## src/rtl/ci_pkg.sv

```systemverilog
// Shared types and constants for the custom-instruction initiator.
// State encoding, bus widths and well-known responder ids.
package ci_pkg;

    localparam int CI_ID_WIDTH   = 8;
    localparam int CI_DATA_WIDTH = 32;

    localparam logic [CI_ID_WIDTH-1:0] CI_ID_RAM_DMA = 8'h0F;

    typedef enum logic [1:0] {
        ST_IDLE,
        ST_ISSUE,
        ST_WAIT,
        ST_RESP
    } ci_state_e;

    typedef struct packed {
        logic [CI_ID_WIDTH-1:0]   ci_n;
        logic [CI_DATA_WIDTH-1:0] value_a;
        logic [CI_DATA_WIDTH-1:0] value_b;
    } ci_req_t;

endpackage

```

## src/rtl/ci_timeout_counter.sv

```systemverilog
// Saturating wait counter with a terminal-count flag.
// A zero TIMEOUT_CYCLES never raises the terminal flag.
module ci_timeout_counter #(
    parameter int unsigned TIMEOUT_CYCLES = 1024,
    parameter int unsigned CNT_WIDTH      = 16
) (
    input  logic clock,
    input  logic reset,
    input  logic clear,
    input  logic enable,
    output logic terminal
);

    localparam logic [CNT_WIDTH-1:0] LAST =
        CNT_WIDTH'(TIMEOUT_CYCLES - 1);

    logic [CNT_WIDTH-1:0] count;

    always_ff @(posedge clock) begin
        if (reset || clear) begin
            count <= '0;
        end else if (enable && count != '1) begin
            count <= count + CNT_WIDTH'(1);
        end
    end

    generate
        if (TIMEOUT_CYCLES == 0) begin : g_off
            assign terminal = 1'b0;
        end else begin : g_on
            assign terminal = (count == LAST);
        end
    endgenerate

endmodule

```

## src/rtl/ci_initiator.sv

```systemverilog
// Master side of the custom-instruction bus: one CI in flight,
// command in on valid/ready, result or timeout out on valid/ready.
module ci_initiator
    import ci_pkg::*;
#(
    parameter int unsigned TIMEOUT_CYCLES = 1024,
    parameter int unsigned CNT_WIDTH      = 16
) (
    input  logic        clock,
    input  logic        reset,
    input  logic        cmdValid,
    output logic        cmdReady,
    input  logic [7:0]  cmdCiN,
    input  logic [31:0] cmdValueA,
    input  logic [31:0] cmdValueB,
    output logic        start,
    output logic [7:0]  ciN,
    output logic [31:0] valueA,
    output logic [31:0] valueB,
    input  logic        done,
    input  logic [31:0] result,
    output logic        rspValid,
    input  logic        rspReady,
    output logic [31:0] rspResult,
    output logic        rspTimeout,
    output logic        spuriousDone
);

    ci_state_e state;
    ci_req_t   req;
    logic      tmo_hit;

    assign ciN    = req.ci_n;
    assign valueA = req.value_a;
    assign valueB = req.value_b;

    ci_timeout_counter #(
        .TIMEOUT_CYCLES(TIMEOUT_CYCLES),
        .CNT_WIDTH     (CNT_WIDTH)
    ) u_tmo (
        .clock   (clock),
        .reset   (reset),
        .clear   (state != ST_WAIT),
        .enable  (state == ST_WAIT),
        .terminal(tmo_hit)
    );

    always_ff @(posedge clock) begin
        if (reset) begin
            state        <= ST_IDLE;
            req          <= '0;
            cmdReady     <= 1'b1;
            start        <= 1'b0;
            rspValid     <= 1'b0;
            rspResult    <= '0;
            rspTimeout   <= 1'b0;
            spuriousDone <= 1'b0;
        end else begin
            unique case (state)
                ST_IDLE: begin
                    if (done) spuriousDone <= 1'b1;
                    if (cmdValid) begin
                        req      <= '{cmdCiN, cmdValueA, cmdValueB};
                        start    <= 1'b1;
                        cmdReady <= 1'b0;
                        state    <= ST_ISSUE;
                    end
                end
                ST_ISSUE: begin
                    start <= 1'b0;
                    if (done) begin
                        rspResult  <= result;
                        rspTimeout <= 1'b0;
                        rspValid   <= 1'b1;
                        state      <= ST_RESP;
                    end else begin
                        state <= ST_WAIT;
                    end
                end
                ST_WAIT: begin
                    // done outranks a timeout landing in the same cycle
                    if (done) begin
                        rspResult  <= result;
                        rspTimeout <= 1'b0;
                        rspValid   <= 1'b1;
                        state      <= ST_RESP;
                    end else if (tmo_hit) begin
                        rspResult  <= '0;
                        rspTimeout <= 1'b1;
                        rspValid   <= 1'b1;
                        state      <= ST_RESP;
                    end
                end
                ST_RESP: begin
                    if (done) spuriousDone <= 1'b1;
                    if (rspReady) begin
                        rspValid <= 1'b0;
                        cmdReady <= 1'b1;
                        req      <= '0;
                        state    <= ST_IDLE;
                    end
                end
                default: state <= ST_IDLE;
            endcase
        end
    end

endmodule

```

## config.mk

```make
export PLATFORM = sky130hd
export DESIGN_NAME = ci_initiator
export DESIGN_NICKNAME = d
export VERILOG_FILES = /design/src/rtl/ci_pkg.sv /design/src/rtl/ci_timeout_counter.sv /design/src/rtl/ci_initiator.sv
export SDC_FILE = /design/constraint.sdc
export NUM_CORES = 1
export LEC_CHECK = 0
export CAP_MARGIN = 30
export CORE_ASPECT_RATIO = 1.2
export CORE_MARGIN = 5
export CORE_UTILIZATION = 42
export CTS_CLUSTER_SIZE = 14
export DETAILED_ROUTE_END_ITERATION = 12
export GPL_ROUTABILITY_DRIVEN = 1
export PLACE_DENSITY = 0.91
export SKIP_LAST_GASP = 1
export SYNTH_ARGS = -nofsm -noshare
export SYNTH_HDL_FRONTEND = slang
export SYNTH_HIERARCHICAL = 1
export SYNTH_SLANG_ARGS = --single-unit
```

## constraint.sdc

```tcl
create_clock -name clock -period 2.2 [get_ports clock]
set_input_delay 0.44 -clock clock [delete_from_list [all_inputs] [get_ports clock]]
set_output_delay 0.44 -clock clock [all_outputs]
set_load 0.05 [all_outputs]
```

==> flow_summary.toml <==
[synthesis]
synth_top_family_by_area = "compound AO/OA/AOI/OAI gates"
synth.ff_latch_count = 127
synth_ff_type = "dfxtp_1"
syn_area_per_cell_um2 = 9.26
syn_area_um2 = 4940
synth_top_area_share_pct = 51.4
synth-compound-area-share_pct = 20.9
synth_edf_count = 0
synth_seq_area_share_pct = 51.4
yosys.area_share.xor_xnor_pct = 0.532
yosys_warnings = 6
synth_cells = 534
synthSimpleGateAreaFrac_pct = 19.3
synthMuxAreaShare_pct = 1.32
synth_fa_ha_area_share_pct = 2.02
ys_top_cells_by_area = "dfxtp_1 (51%), a22oi_1 (9.4%), nor2_1 (6.8%)"
async_flop_share_pct = 0
synth_fp_nets = 651
yosys.area.top_type = "dfxtp_1"
ys_types = 53

[sta]
max_freq_mhz = 476
tightest_slew_ns = 0.573
fin_crit_ns = 2.10
drv_slew = 0
hold_violations = 0
setup_tns_ns = 0
fin_skew_ns = 0.00834
timing.final.crit_share_pct = 95.5
setup_viol = 0
slew_headroom_pct = 61.7

[clock_network]
htreeDepth = 4
clkLatencyLatePin_ns = 0.41
cts-buffers-inserted = 17
cts_tree = "yes"
clkSlewWorstSetupHoldPaths_ns = 0.06
root_buffer = "clkbuf_16"
clock_sinks = 127
cts_buffer_depth = 2

[layout]
fin_util_pct = 67.7
area_delta_synth_final_pct = 58.5
n_fill_cell = 869
regArea_um2 = 2540
finalNetCount = 858
multiInputGateArea_um2 = 2190
drive_above_1_share_pct = 9.42
diodes = 0

[job]
maxCapViolCount = 0

[die]
die_w_um = 109
initial_core_util_pct = 42.7
io_pins = 218
die_h_um = 129
rows = 43
placeableCoreArea_um2 = 11600
die-area_um2 = 14000

[routing]
viasPerCell = 5.30
drc = 0
drt-initial-drc-count = 274
drt_pre_antenna_iters = 5
dr_total_vias = 4830
wire_per_inst_um = 16.2
drtAntennaViolNets = 0
wl_um = 14800

[power]
power_mw = 9.89
power_leakage_nw = 2.89
power_density_nw_per_um2 = 1260
irDropWorstVdd_uv = 701

[critical_path]
path_cells = "nor4_1, nand3_1, nor3_2, nor2b_2, o22a_2, buf_12, nand3_1, a21oi_1"
rr_startpoint = "u_tmo/count[11]$_SDFFE_PP0P_"
critical-path-top-delay-family = "simple AND/OR/NAND/NOR gates"
r2r_cells = 8
cpPeakStageDelay_ns = 0.37
startpoint = "u_tmo/count[11]$_SDFFE_PP0P_"
cp_data_arrival_time_ns = 2.43
worst-setup-path-type = "reg2reg"
crit_top_cell = "nand3_1"
critPathMaxFanout = 32
worst-path-buf-inv = 1
crit_slowest_cell = "dfxtp_1"
required_ns = 2.53
r2r-end = "rspResult[22]$_SDFFE_PP0P_"
cp-end-kind = "flip-flop"
cp-start-kind = "flip-flop"
regToRegSetupSlack_ns = 0.1

[worst_hold_path]
min_path_type = "in2reg"
min_to = "u_tmo/count[15]$_SDFFE_PP0P_"
hold_path_startpoint = "reset"
whs_path_depth = 3

[global_route]
grt_pass1_wl_um = 23500
grt_max_degree = 112
grt.overflow.total = 0
grt_pass1_vias = 4957
antenna_found_initial = 0
track_usage_pct = 21.0

[placed_design]
gp_congestion = 0.831
dp_hpwl_um = 10700
port_buffers = 217

[status]
status = "finished, final reports clean"
-- layer usage --
layer / part of all wire, % / track usage (%)
met2: 52 / 37.1
met4: 3.3 / 9.96
met1: 36 / 21.8
met3: 9.4 / 7.93
met5: 0 / 0
-- layout by cell type (no fill, tap or decap), types with 3 or more instances in the layout --
cell type	count
a211oi_1	4
a21oi_1	41
a22oi_1	62
a22oi_2	10
and3_1	3
buf_12	5
buf_4	5
clkbuf_16	17
clkdlybuf4s50_1	216
clkinv_4	5
dfxtp_1	127
ha_1	8
inv_1	8
inv_6	3
mux2i_1	5
nand2_1	41
nand3_1	38
nand4_1	5
nor2_1	89
o21ai_0	7
or3_1	3
-- worst register-to-register path, delay by kind of cell, from the launching register on --
kind	cells	cell delay, ns
buffers and inverters	1	0.18
and+or+nand+nor	5	1.10
AOI/OAI and AO/OA	2	0.39
DFF	1	0.37
-- Yosys cell counts, drive strengths merged (2+ instances only) --
library cell  count
nor3              3
o31ai             2
nand2            42
nor2             90
ha                8
a211oi            4
or4               2
clkbuf           15
nand3            38
nand4             7
buf              23
xnor2             2
inv               9
dfxtp           127
and4              3
a21oi            41
nor2b             3
a22oi            72
and2              2
nor4              2
a31oi             2
mux2i             5
a41o              2
or3               5
o21ai             7
and3              3
-- kinds of logic (layout without fill, tap and decap cells) --
family	Yosys count	in the layout
buffers and inverters	47	267
adder cells (fa/ha/maj)	8	8
flip-flops	127	127
multiplexers	6	6
AND/OR/NAND/NOR	204	204
AO/OA/AOI/OAI	139	139
XOR/XNOR	3	3
-- timing repair --
action	in CTS	in global routing
setup endpoints to repair	0	13
resized for setup	0	1
hold buffers	0	0
buffers inserted	0	0
-- where the power goes --
part / internal (mW) / total, mW / switching [mW]
registers: 2.74 / 3.00 / 0.260
clock network: 1.61 / 2.68 / 1.07
logic: 1.46 / 4.20 / 2.74
total: 5.81 / 9.89 / 4.07
-- worst max-delay path by stage --
stage | endpoint | slack (ns) | depth (start not counted)
final | rspResult[22]$_SDFFE_PP0P_ | 0.1 | 8
after global routing | rspResult[22]$_SDFFE_PP0P_ | -0.03 | 8
after CTS | rspResult[22]$_SDFFE_PP0P_ | 0.09 | 8
after detailed placement | rspResult[26]$_SDFFE_PP0P_ | 0.15 | 8
after global placement | rspResult[21]$_SDFFE_PP0P_ | 0.33 | 8
after floorplan | rspResult[18]$_SDFFE_PP0P_ | 0.32 | 8
-- area by class of cell --
| class | count | share of cell area [%] |
|---|---|---|
| clock inverter | 13 | 1.68 |
| tap | 157 | 2.51 |
| multi-input combinational | 360 | 27.9 |
| inverter | 9 | 0.431 |
| sequential | 127 | 32.4 |
| clock buffer | 19 | 5.65 |
| timing repair buffer | 226 | 29.4 |
-- registers in the layout (all words and copies together), names as in the netlist --
register and cells:
cmdReady 1, u_tmo/count 16, spuriousDone 1, rspValid 1, rspResult 32, valueA 32, rspTimeout 1, start 1
state 2, ciN 8, valueB 32
-- through the flow --
step	setup WS, ns	instances	instance area (um^2)	hold WS (ns)
finish	0.0989	911	7840	0.341
CTS	0.0893	911	7830	0.329
floorplan	0.319	534	4940	0.457
global route	-0.0340	911	7840	0.335
detailed placement	0.149	879	7260	0.445
global placement	0.331	879	7260	0.437
Power figures use the tool's default switching activity.
